[config.mk]
export PLATFORM = sky130hd
export DESIGN_NAME = sram_march_bist_flat
export DESIGN_NICKNAME = d
export VERILOG_FILES = /design/src/rtl/sram_march_bist_if.sv /design/src/rtl/sram_march_bist.sv /design/src/flat_wrapper.sv
export SDC_FILE = /design/constraint.sdc
export NUM_CORES = 1
export LEC_CHECK = 0
export ABC_AREA = 1
export CORE_MARGIN = 2
export CORE_UTILIZATION = 35
export CTS_CLUSTER_DIAMETER = 50
export DETAILED_ROUTE_END_ITERATION = 12
export GPL_TIMING_DRIVEN = 0
export SLEW_MARGIN = 0
export SYNTH_ARGS = -nofsm -noshare
export SYNTH_HDL_FRONTEND = slang
export SYNTH_SLANG_ARGS = --single-unit
[constraint.sdc]
create_clock -name clk -period 2.02 [get_ports clk]
set_input_delay 0.404 -clock clk [delete_from_list [all_inputs] [get_ports clk]]
set_output_delay 0.404 -clock clk [all_outputs]
set_load 0.01 [all_outputs]
[src/rtl/sram_march_bist_if.sv]
// Shared SRAM bus between the march BIST engine (master) and the macros under
// test (slave). One select/write/address/data-in set fans out to every macro;
// the read data of all macros comes back concatenated on sram_dout.
interface sram_march_bist_if #(
  parameter int NUM_SRAMS  = 4,
  parameter int ADDR_WIDTH = 8,
  parameter int DATA_WIDTH = 32
);
  logic                              sram_csb;
  logic                              sram_web;
  logic [ADDR_WIDTH-1:0]             sram_addr;
  logic [DATA_WIDTH-1:0]             sram_din;
  logic [NUM_SRAMS*DATA_WIDTH-1:0]   sram_dout;

  modport master (
    output sram_csb, sram_web, sram_addr, sram_din,
    input  sram_dout
  );

  modport slave (
    input  sram_csb, sram_web, sram_addr, sram_din,
    output sram_dout
  );
endinterface

[src/rtl/sram_march_bist.sv]
// sram_march_bist: March test engine for NUM_SRAMS macros in parallel.
// Sequence: W0 (write pattern, up), RW (read pattern / write ~pattern, up),
// R1 (read ~pattern, down), DRAIN (retire outstanding compares), DONE.
// Optional first-failure capture (err_addr/err_phase) is built only when
// SRAM_BIST_ERR_CAPTURE_EN is defined.
module sram_march_bist #(
  parameter int NUM_SRAMS    = 4,
  parameter int ADDR_WIDTH   = 8,
  parameter int DATA_WIDTH   = 32,
  parameter int READ_LATENCY = 1
) (
  input  logic                            clk,
  input  logic                            resetn,
  input  logic                            start,
  input  logic                            abort,
  input  logic [DATA_WIDTH-1:0]           pattern,
  output logic                            busy,
  output logic                            done,
  output logic                            pass,
  output logic [NUM_SRAMS-1:0]            fail,
`ifdef SRAM_BIST_ERR_CAPTURE_EN
  output logic [NUM_SRAMS*ADDR_WIDTH-1:0] err_addr,
  output logic [NUM_SRAMS*2-1:0]          err_phase,
`endif
  sram_march_bist_if.master               sram
);

  typedef enum logic [2:0] {IDLE, W0, RW, R1, DRAIN, DONE} state_e;

  state_e                                   state_q, state_d;
  logic [ADDR_WIDTH-1:0]                    cnt_q, cnt_d;
  logic                                     ph_q, ph_d;
  logic [2:0]                               drn_q, drn_d;
  logic [DATA_WIDTH-1:0]                    pat_q, pat_d;
  logic [NUM_SRAMS-1:0]                     fail_q, fail_d;
  logic                                     busy_q, busy_d;
  logic                                     done_q, done_d;
  logic                                     csb_q, csb_d;
  logic                                     web_q, web_d;
  logic [ADDR_WIDTH-1:0]                    addr_q, addr_d;
  logic [DATA_WIDTH-1:0]                    din_q, din_d;
  logic [READ_LATENCY:0]                    rv_q, rv_d;
  logic [READ_LATENCY:0][DATA_WIDTH-1:0]    exp_q, exp_d;
`ifdef SRAM_BIST_ERR_CAPTURE_EN
  logic [READ_LATENCY:0][ADDR_WIDTH-1:0]    ea_q, ea_d;
  logic [READ_LATENCY:0][1:0]               ep_q, ep_d;
  logic [NUM_SRAMS*ADDR_WIDTH-1:0]          err_addr_q, err_addr_d;
  logic [NUM_SRAMS*2-1:0]                   err_phase_q, err_phase_d;
`endif

  logic                  flush, acc, wr, rd, cmp_en;
  logic [DATA_WIDTH-1:0] exp_new, rd_word;

  // Next-state, compare, and registered bus outputs derived from the next state
  always_comb begin
    state_d = state_q;
    cnt_d   = cnt_q;
    ph_d    = ph_q;
    drn_d   = drn_q;
    pat_d   = pat_q;
    fail_d  = fail_q;
    flush   = 1'b0;
    rd_word = '0;
`ifdef SRAM_BIST_ERR_CAPTURE_EN
    err_addr_d  = err_addr_q;
    err_phase_d = err_phase_q;
`endif

    // Stage READ_LATENCY lines up with the returned word; an abort edge drops it
    cmp_en = rv_q[READ_LATENCY] && !(abort && busy_q);
    for (int unsigned i = 0; i < NUM_SRAMS; i++) begin
      rd_word = sram.sram_dout[i*DATA_WIDTH +: DATA_WIDTH];
      if (cmp_en && (rd_word != exp_q[READ_LATENCY])) begin
        fail_d[i] = 1'b1;
`ifdef SRAM_BIST_ERR_CAPTURE_EN
        if (!fail_q[i]) begin
          err_addr_d[i*ADDR_WIDTH +: ADDR_WIDTH] = ea_q[READ_LATENCY];
          err_phase_d[i*2 +: 2]                  = ep_q[READ_LATENCY];
        end
`endif
      end
    end

    if (abort && busy_q) begin
      state_d = IDLE;
      flush   = 1'b1;
    end else begin
      case (state_q)
        IDLE, DONE: begin
          if (start && !abort) begin
            state_d = W0;
            cnt_d   = '0;
            ph_d    = 1'b0;
            pat_d   = pattern;
            fail_d  = '0;
            flush   = 1'b1;
`ifdef SRAM_BIST_ERR_CAPTURE_EN
            err_addr_d  = '0;
            err_phase_d = '0;
`endif
          end
        end
        W0: begin
          if (cnt_q == '1) begin
            state_d = RW;
            cnt_d   = '0;
          end else begin
            cnt_d = cnt_q + ADDR_WIDTH'(1);
          end
        end
        RW: begin
          ph_d = ~ph_q;
          if (ph_q) begin
            if (cnt_q == '1) state_d = R1;
            else             cnt_d   = cnt_q + ADDR_WIDTH'(1);
          end
        end
        R1: begin
          if (cnt_q == '0) begin
            state_d = DRAIN;
            drn_d   = '0;
          end else begin
            cnt_d = cnt_q - ADDR_WIDTH'(1);
          end
        end
        DRAIN: begin
          // Held one edge past the last compare so fail is settled when done rises
          if (drn_q == 3'(READ_LATENCY)) state_d = DONE;
          else                           drn_d   = drn_q + 3'd1;
        end
        default: state_d = IDLE;
      endcase
    end

    // Bus registers carry the access belonging to the state being entered
    acc     = (state_d == W0) || (state_d == RW) || (state_d == R1);
    wr      = (state_d == W0) || ((state_d == RW) && ph_d);
    rd      = acc && !wr;
    csb_d   = !acc;
    web_d   = !wr;
    addr_d  = acc ? cnt_d : '0;
    din_d   = !wr ? '0 : ((state_d == W0) ? pat_d : ~pat_d);
    exp_new = (state_d == RW) ? pat_d : ~pat_d;
    busy_d  = acc || (state_d == DRAIN);
    done_d  = (state_d == DONE);

    rv_d  = flush ? '0 : {rv_q[READ_LATENCY-1:0], rd};
    exp_d = {exp_q[READ_LATENCY-1:0], exp_new};
`ifdef SRAM_BIST_ERR_CAPTURE_EN
    ea_d = {ea_q[READ_LATENCY-1:0], cnt_d};
    ep_d = {ep_q[READ_LATENCY-1:0], ((state_d == RW) ? 2'd1 : 2'd2)};
`endif
  end

  // State, counters, compare pipeline and output registers
  always_ff @(posedge clk or negedge resetn) begin
    if (!resetn) begin
      state_q <= IDLE;
      cnt_q   <= '0;
      ph_q    <= 1'b0;
      drn_q   <= '0;
      pat_q   <= '0;
      fail_q  <= '0;
      busy_q  <= 1'b0;
      done_q  <= 1'b0;
      csb_q   <= 1'b1;
      web_q   <= 1'b1;
      addr_q  <= '0;
      din_q   <= '0;
      rv_q    <= '0;
      exp_q   <= '0;
`ifdef SRAM_BIST_ERR_CAPTURE_EN
      ea_q        <= '0;
      ep_q        <= '0;
      err_addr_q  <= '0;
      err_phase_q <= '0;
`endif
    end else begin
      state_q <= state_d;
      cnt_q   <= cnt_d;
      ph_q    <= ph_d;
      drn_q   <= drn_d;
      pat_q   <= pat_d;
      fail_q  <= fail_d;
      busy_q  <= busy_d;
      done_q  <= done_d;
      csb_q   <= csb_d;
      web_q   <= web_d;
      addr_q  <= addr_d;
      din_q   <= din_d;
      rv_q    <= rv_d;
      exp_q   <= exp_d;
`ifdef SRAM_BIST_ERR_CAPTURE_EN
      ea_q        <= ea_d;
      ep_q        <= ep_d;
      err_addr_q  <= err_addr_d;
      err_phase_q <= err_phase_d;
`endif
    end
  end

  assign busy           = busy_q;
  assign done           = done_q;
  assign pass           = done_q & ~|fail_q;
  assign fail           = fail_q;
  assign sram.sram_csb  = csb_q;
  assign sram.sram_web  = web_q;
  assign sram.sram_addr = addr_q;
  assign sram.sram_din  = din_q;
`ifdef SRAM_BIST_ERR_CAPTURE_EN
  assign err_addr  = err_addr_q;
  assign err_phase = err_phase_q;
`endif

endmodule
[src/flat_wrapper.sv]
// flat-port wrapper written by rule: the top's interface ports become plain ports
module sram_march_bist_flat 
#(
  parameter int NUM_SRAMS    = 4,
  parameter int ADDR_WIDTH   = 8,
  parameter int DATA_WIDTH   = 32,
  parameter int READ_LATENCY = 1
)
  (clk, resetn, start, abort, pattern, busy, done, pass, fail, sram_sram_csb, sram_sram_web, sram_sram_addr, sram_sram_din, sram_sram_dout);
  sram_march_bist_if #(.NUM_SRAMS(NUM_SRAMS), .ADDR_WIDTH(ADDR_WIDTH), .DATA_WIDTH(DATA_WIDTH)) sram_i ();
  input  logic clk;
  input  logic resetn;
  input  logic start;
  input  logic abort;
  input  logic [DATA_WIDTH-1:0] pattern;
  output logic busy;
  output logic done;
  output logic pass;
  output logic [NUM_SRAMS-1:0] fail;
  output wire logic [$bits(sram_i.sram_csb)-1:0] sram_sram_csb;
  output wire logic [$bits(sram_i.sram_web)-1:0] sram_sram_web;
  output wire logic [$bits(sram_i.sram_addr)-1:0] sram_sram_addr;
  output wire logic [$bits(sram_i.sram_din)-1:0] sram_sram_din;
  input wire logic [$bits(sram_i.sram_dout)-1:0] sram_sram_dout;
  assign sram_sram_csb = sram_i.sram_csb;
  assign sram_sram_web = sram_i.sram_web;
  assign sram_sram_addr = sram_i.sram_addr;
  assign sram_sram_din = sram_i.sram_din;
  assign sram_i.sram_dout = sram_sram_dout;
  sram_march_bist #(.NUM_SRAMS(NUM_SRAMS), .ADDR_WIDTH(ADDR_WIDTH), .DATA_WIDTH(DATA_WIDTH), .READ_LATENCY(READ_LATENCY)) u_core (.clk(clk), .resetn(resetn), .start(start), .abort(abort), .pattern(pattern), .busy(busy), .done(done), .pass(pass), .fail(fail), .sram(sram_i));
endmodule
# Word level (Yosys, flattened, before mapping)

Cells that the tools add are included.

Bits in registers: 161
Bits of input ports: 164
Output and inout port bits: 49
Word-level logic and storage cells: 103

Add/subtract/negate cells: 3
Equality and inequality tests: 18
Multiplexer cells: 39
Bitwise gates (word level): 4
Reductions and logical operators: 24

Operators with widths:

| kind                                              | count |
|---|---|
| 2-to-1 mux 32 bit                                 | 6 |
| inequality test 32 bit                            | 4 |
| 2-to-1 mux 8 bit                                  | 7 |
| NOT 32 bit                                        | 1 |
| case mux 8 bit (4 select lines)                   | 1 |
| 2-to-1 mux 3 bit                                  | 9 |
| case mux 3 bit (5 select lines)                   | 1 |
| == test 3 x 2 -> 1 bit (second input constant)    | 4 |
| == test 3 bit (second input constant)             | 4 |
| 2-to-1 mux 4 bit                                  | 3 |
| == test 3 x 1 -> 1 bit (second input constant)    | 3 |
| logical AND 1 bit                                 | 9 |
| 2-to-1 mux 1 bit                                  | 9 |
| adder 8 x 1 -> 8 bit (second input constant)      | 1 |
| == test 8 bit (second input constant)             | 1 |
| logical NOT 8 bit                                 | 1 |
| subtractor 8 x 1 -> 8 bit (second input constant) | 1 |
| case mux 3 bit (2 select lines)                   | 1 |
| logical NOT 1 bit                                 | 5 |
| logical OR 1 bit                                  | 4 |
| AND reduction 4 bit                               | 1 |
| OR reduction 4 bit                                | 1 |
| adder 3 x 1 -> 3 bit (second input constant)      | 1 |
| logical NOT 3 bit                                 | 1 |
| 8 further kinds                                   | 9 |

# Depth between registers and ports, before layout

Gate-level depths: netlist of the first run.

Depth in word-level cells: 11
Depth in mapped cells: 12
Gate-level depth less buffers: 12

# Worst setup path after synthesis of the first run

Ideal clock, no wire load.

Path kind: register to register
Start: reg u_core.cnt_q[0]
End: reg u_core.din_q[10] (netlist: u_core.sram.sram_din[10])
Library setup time: 0.120 ns
Arrival: 1.901 ns
Data required time: 1.900 ns
Slack: -0.001 ns
Stages on the path, launching flop included: 11
Buffers on the path: 1
Clock period less this slack: 2.021 ns
Cell sequence: dfrtp_1 -> inv_1 -> ha_1 -> nand3_4 -> o21ai_4 -> inv_4 -> nor2_8 -> nand4_4 -> buf_6 -> nor2_2 -> a21oi_2

Word-level cells in the longest chain between the ends: 9
Elaborated cells on any way between the ends: 14
Those cells by class: 3 x eq/ne; 8 x mux; 3 x reduce/logical

RTL lines:

| what                              | RTL line                                       | RTL |
|---|---|---|
| start: declaration                | sram_march_bist.sv:31                          | `logic [ADDR_WIDTH-1:0] cnt_q, cnt_d;` |
| start signal: assignment          | sram_march_bist.sv:180                         | `cnt_q <= cnt_d;` |
| == test 8 bit                     | sram_march_bist.sv:104, sram_march_bist.sv:114 |  |
| 2-to-1 mux 3 bit                  | sram_march_bist.sv:114                         | `if (cnt_q == '1) state_d = R1;` |
| 2-to-1 mux 3 bit                  | sram_march_bist.sv:113                         | `if (ph_q) begin` |
| case mux 3 bit (5 select lines) * | sram_march_bist.sv:88                          | `case (state_q)` |
| 2-to-1 mux 3 bit *                | sram_march_bist.sv:84                          | `if (abort && busy_q) begin` |
| == test 3 x 2 -> 1 bit            | sram_march_bist.sv:137                         | `wr = (state_d == W0) \|\| ((state_d == RW) && ph_d);` |
| logical AND 1 bit                 | sram_march_bist.sv:137                         |  |
| logical OR 1 bit                  | sram_march_bist.sv:137                         |  |
| 2-to-1 mux 32 bit *               | sram_march_bist.sv:142                         | `din_d = !wr ? '0 : ((state_d == W0) ? pat_d : ~pat_d);` |
| named net u_core.din_d[10]        | sram_march_bist.sv:41                          | `logic [DATA_WIDTH-1:0] din_q, din_d;` |
| end signal: assignment            | sram_march_bist.sv:190                         | `din_q <= din_d;` |
| end: declaration                  | sram_march_bist.sv:41                          |  |

The timed path passes the listed nets; every way through them passes the cells marked *.
A chain may end at the register's enable or synchronous reset.

==> impl_metrics.ini, run 1 <==
[final_layout]
final_common_cell = clkdlybuf4s50_1
num_antenna_cells = 0
final_cell_mix = clkdlybuf4s50_1, nand2_1, dfrtp_1, inv_1, xnor2_1
fillers = 2303
area_growth_syn_to_layout_pct = 42.8
ff_latch_area_um2 = 4040
multiInputGateArea_um2 = 4180
drive_gt1_share_pct = 20.2
nets = 1389

[clock_network]
cts_buffer_depth = 2
cts_sinks = 161
clk_pin_slew_ns = 0.06
numCtsBuffers = 17
cts_tree = built
clock_latency_ns = 0.44
htreeDepth = 4
root_buffer = clkbuf_16

[logic_synthesis]
yosys_warnings = 0
synth.top_cell.area_share_pct = 46.0
synth_cell_type_count = 42
synth-seq-cells = 161
syn_inst = 968
synth_edf_count = 0
syn_area_um2 = 8660
synth_nets = 1137
synth_area_per_cell_um2 = 8.94
yosysSeqAreaShare_pct = 46.6
synthTopCellsByArea = dfrtp_1, xnor2_1, nand2_1, inv_1, xor2_1
synth_flop_cell = dfrtp_1
synth_top_cell_by_area = dfrtp_1
async_flop_share_pct = 100

[outcome]
status = finished with violations
violations = setup timing

[critical_path]
arrival_ns = 2.33
endpoint_kind = flip-flop
start_kind = flip-flop
cp.required_ns = 2.31
crit_type = flip-flop to flip-flop
path_max_fanout = 10

[route]
firstDrtPassIters = 4
wl_mm = 23.6
vias = 6934
avgViaCountPerCell = 4.45
drc = 0
wl_per_cell_um = 15.2
drtIter0Drc = 429
final_antenna_net_count = 0

[timing]
whs_ns = 0.347
worst_slack_ns = -0.0223
tightestPinTransition_ns = 0.520
max_slew_margin_pct = 65.4
skew_ns = 0.00969
min_period_ns = 2.04
rsz0062_at_grt = true
fmax_mhz = 490
setup_viol = 5
period_share_pct = 101
final_max_slew_viol_count = 0
setup_tns_ns = -0.0836
hold_viol = 0

[job]
cap_viol_max_count = 0

[die]
design.die.area_um2 = 26000
die_h_um = 161
num_rows = 57
dieWidth_um = 161
io_pins = 213
core_um2 = 24300
initial_utilization_pct = 35.6

[placed_design]
place_hpwl_mm = 17.8
port_buffers = 212
place_congestion = 0.869

[global_routing]
grt_first_pass_wirelength_mm = 37.0
grt_pass1_vias = 6869
grt_max_degree = 103
antenna_found_initial = 0
overflow = 0
track_usage_pct = 18.3

[pwr]
p_per_area_nw_per_um2 = 1370
power_w = 0.0169
irDropWorstVdd_v = 0.000741
p_leak_nw = 5.34

[min_path]
hold_class = flip-flop to flip-flop
what timing repair did:
action,4_1_cts,5_1_grt
resized for setup,28,61
hold endpoints to repair,58,0
hold buffers,1,0
pin swaps,6,14
gates cloned,0,2
setup endpoints to repair,69,70
setup buffers,7,10
cells by family (layout without fill, tap and decap cells):
kind of cell / Yosys count / in the layout / synth area share [%]
and+or+nand+nor: 395 / 396 / 22.0
adders and majority gates: 5 / 5 / 0.723
AOI/OAI and AO/OA: 104 / 104 / 8.07
DFF: 161 / 161 / 46.6
xor gates and xnor gates: 139 / 139 / 14.1
buffers and inverters: 164 / 428 / 8.53
final cells by class:
| type | instances | area share [%] |
|---|---|---|
| Timing Repair Buffer | 232 | 18.8 |
| Sequential cell | 161 | 32.6 |
| Tap cell | 324 | 3.28 |
| Clock inverter | 15 | 1.58 |
| Inverter | 125 | 3.88 |
| Buffer | 39 | 2.58 |
| Multi-Input combinational cell | 644 | 33.8 |
| Clock buffer | 17 | 3.44 |
worst max-delay path, stage by stage (launching register included):
cell     delay, ns
dfrtp_1       0.44
inv_2         0.13
ha_4          0.18
nand3_4       0.11
o21ai_4       0.20
buf_6         0.14
nand3_4       0.12
nand2_8       0.15
nand2_8       0.10
buf_12        0.18
xor2_4        0.16
state kept, by name, summed over array words and instances, names as in the netlist:
name                   flops
u_core.ph_q                1
u_core.fail                4
u_core.sram.sram_din      32
u_core.cnt_q               8
u_core.sram.sram_csb       1
u_core.state_q             3
u_core.pat_q              32
u_core.rv_q                2
u_core.sram.sram_addr      8
u_core.exp_d              32
u_core.done                1
u_core.exp_q              32
u_core.drn_q               3
u_core.sram.sram_web       1
u_core.busy                1
synthesized netlist by cell type (7+ instances only):
| cell type | count |
|---|---|
| nand2_1 | 168 |
| o21ai_1 | 32 |
| nand3_1 | 39 |
| nor3_1 | 8 |
| buf_2 | 8 |
| inv_1 | 119 |
| nand2_2 | 7 |
| o21ai_0 | 14 |
| dfrtp_1 | 159 |
| a21oi_1 | 13 |
| buf_6 | 12 |
| xor2_1 | 47 |
| nor2_2 | 30 |
| or2_2 | 29 |
| clkbuf_1 | 14 |
| xnor2_1 | 92 |
| nand4_1 | 37 |
| nor2_1 | 67 |
| a21oi_2 | 31 |
path summary, 6_finish.rpt:
check | start | endpoint | slack, ns | cells past startpoint
max | u_core.cnt_q[1] | u_core.exp_d[45] | -0.02 | 10
min | u_core.exp_d[45] | u_core.exp_q[45] | 0.35 | 0
max reg2reg | u_core.cnt_q[1] | u_core.exp_d[45] | -0.02 | 10
min reg2reg | u_core.exp_d[45] | u_core.exp_q[45] | 0.35 | 0
max in group asynchronous | resetn | u_core.state_q[1] | 0.68 | 3
min in group asynchronous | resetn | u_core.sram.sram_din[2] | 0.48 | 2
routing by layer:
metal / track usage [%] / part of all wire, % / vias to the layer above
met5: 0 / 0 / -
met4: 4.75 / 1.4 / 0
met3: 3.65 / 5.2 / 21
met2: 28.6 / 46 / 171
met1: 26.0 / 48 / 3209
li1: - / - / 3533
report_power, final:
group	total (W)	switching, W	internal [W]	leakage, nW
clock network	0.00330	0.00142	0.00188	0.303
logic	0.00804	0.00436	0.00369	3.12
registers	0.00554	0.000816	0.00472	1.91
total	0.0169	0.00660	0.0103	5.34
stage by stage:
step	area [um2]	worst slack [ns]	std cells	util, %
2_1_floorplan	8660	0.0245	968	-
3_3_place_gp	11200	-5.90	1504	46.0
3_5_place_dp	11200	-0.519	1505	46.1
4_1_cts	12000	-0.00623	1545	49.4
5_1_grt	12400	-0.0895	1557	50.8
6_report	12400	-0.0223	1557	50.8
No activity file was read; power rests on OpenSTA's default activity.
==> run 2, diff against run 1 <==
==> constraint.sdc (replaced) <==
create_clock -name clk -period 2.02 [get_ports clk]
set_input_delay 0.606 -clock clk [delete_from_list [all_inputs] [get_ports clk]]
set_output_delay 0.606 -clock clk [all_outputs]
set_load 0.01 [all_outputs]
==> run 2 against run 1 <==
Compared with the run above:
- the run now ends clean
- flip-flop and latch count stayed put
- non-clock buffer count is 14 higher
- first-iteration DRC count is 0.23% lower
- register-to-register slack better by 0.03 ns
- worst setup slack better by 0.027 ns
- global-route usage is 0.18 points higher
- cell count is 0.96% higher
- largest power group unchanged
==> impl_metrics.ini, run 2 (synthesis results as in run 1) <==
[timing]
min_period_ns = 2.02
tightestPinTransition_ns = 0.534
fmax_mhz = 496
skew_ns = 0.00815
final_max_slew_viol_count = 0
setup_viol = 0
period_share_pct = 99.8
max_slew_margin_pct = 64.4
whs_ns = 0.0858
hold_viol = 0
rsz0062_at_grt = true

[placed_design]
dp_cells = 1505
place_hpwl_mm = 17.8
port_buffers = 212
place_congestion = 0.869

[route]
final_antenna_net_count = 0
vias = 7053
wl_mm = 24.2
drc = 0
avgViaCountPerCell = 4.49
drtIter0Drc = 428
wl_per_cell_um = 15.4
firstDrtPassIters = 5

[min_path]
hold_class = primary input to asynchronous set/reset pin

[die]
die_h_um = 161
design.die.area_um2 = 26000
initial_utilization_pct = 35.6
num_rows = 57
core_um2 = 24300
dieWidth_um = 161
io_pins = 213

[global_routing]
grt_max_degree = 103
grt_first_pass_wirelength_mm = 37.3
grt_pass1_vias = 6928
track_usage_pct = 18.5
antenna_found_initial = 0
overflow = 0

[clock_network]
cts_sinks = 161
htreeDepth = 4
root_buffer = clkbuf_16
cts_tree = built
cts_buffer_depth = 2
cts-hold-fix-buffers = 0
clock_latency_ns = 0.43
numCtsBuffers = 17
clk_pin_slew_ns = 0.06

[final_layout]
final_cell_mix = clkdlybuf4s50_1, nand2_1, dfrtp_1, inv_1, xnor2_1
drive_gt1_share_pct = 21.5
final_common_cell = clkdlybuf4s50_1
num_antenna_cells = 0
stdcell_count = 1572
post-route-util_pct = 51.8
nets = 1404
area_growth_syn_to_layout_pct = 45.5

[pwr]
p_leak_nw = 5.49
irDropWorstVdd_v = 0.000757
p_per_area_nw_per_um2 = 1350

[critical_path]
path_max_fanout = 8
endpoint_kind = flip-flop
crit_type = flip-flop to flip-flop
start_kind = flip-flop
cp.required_ns = 2.31
arrival_ns = 2.31

[job]
cap_viol_max_count = 0

[outcome]
status = finished clean
## run 2: cell count changes in the layout (fill, tap and decap cells not counted), sizes merged
cell | previous run | this run
dlygate4sd2 | 0 | 4
nor2 | 100 | 101
buf | 43 | 60
dlygate4sd3 | 1 | 0
clkdlybuf4s50 | 210 | 201
dlymetal6s2s | 0 | 5
clkbuf | 33 | 32
dlygate4sd1 | 1 | 0
## run 2: cell type report
class	count	area [um2]
clock buffers	17	425
flip-flops and latches	161	4040
repair buffers	246	2450
inverters	125	479
multi-input cells	645	4260
well taps	324	405
plain buffers	39	340
clock inverters	15	195
fillers	2271	11700
## run 2: critical path: stages (launching register included)
cell and delay (ns):
dfrtp_1 0.44, inv_2 0.11, ha_4 0.17, nand3_4 0.09, o21ai_4 0.19, buf_6 0.14
nand3_4 0.13, nand2_8 0.14, nand2_8 0.11, buf_12 0.17, xor2_2 0.16
## run 2: stage by stage
stage	instance area [um2]	setup TNS, ns	power (W)	setup WS [ns]
floorplan	8660	0	0.0104	0.0245
global placement	11200	-1032.10	0.0130	-6.10
detailed placement	11200	-56.46	0.0130	-0.721
CTS	12100	-0.000516	0.0168	-0.000516
global route	12600	-1.19	0.0183	-0.0527
finish	12600	0	0.0170	0.00428
## run 2: worst paths after layout
check                                  from                       to  slack [ns]  cells past startpoint
setup / recovery            u_core.cnt_q[1]         u_core.exp_d[43]       0.004                     10
hold / removal                       resetn  u_core.sram.sram_din[2]        0.09                      1
setup reg to reg            u_core.cnt_q[1]         u_core.exp_d[43]       0.004                     10
hold reg to reg            u_core.exp_d[45]         u_core.exp_q[45]        0.35                      0
max in group asynchronous            resetn        u_core.state_q[1]        1.06                      2
min in group clk           u_core.exp_d[45]         u_core.exp_q[45]        0.35                      0
## run 2: report_power, final
group,internal [W],switching [W]
Combinational,0.00374,0.00444
Sequential,0.00472,0.000822
Clock,0.00188,0.00143
Total,0.0103,0.00669
## run 2: metal layers
metal	up-vias	part of all wire (%)	track usage [%]
li1	3557	-	-
met3	18	4.7	3.65
met2	187	47	29.2
met1	3291	47	26.1
met5	-	0	0
met4	0	1.1	4.75
## run 2: timing repair
item / 4_1_cts / 5_1_grt
gates resized for setup: 57 / 58
pin swaps: 10 / 10
cloned: 2 / 4
setup buffers: 13 / 16
hold endpoints to repair: 0 / 0
setup endpoints to repair: 80 / 80
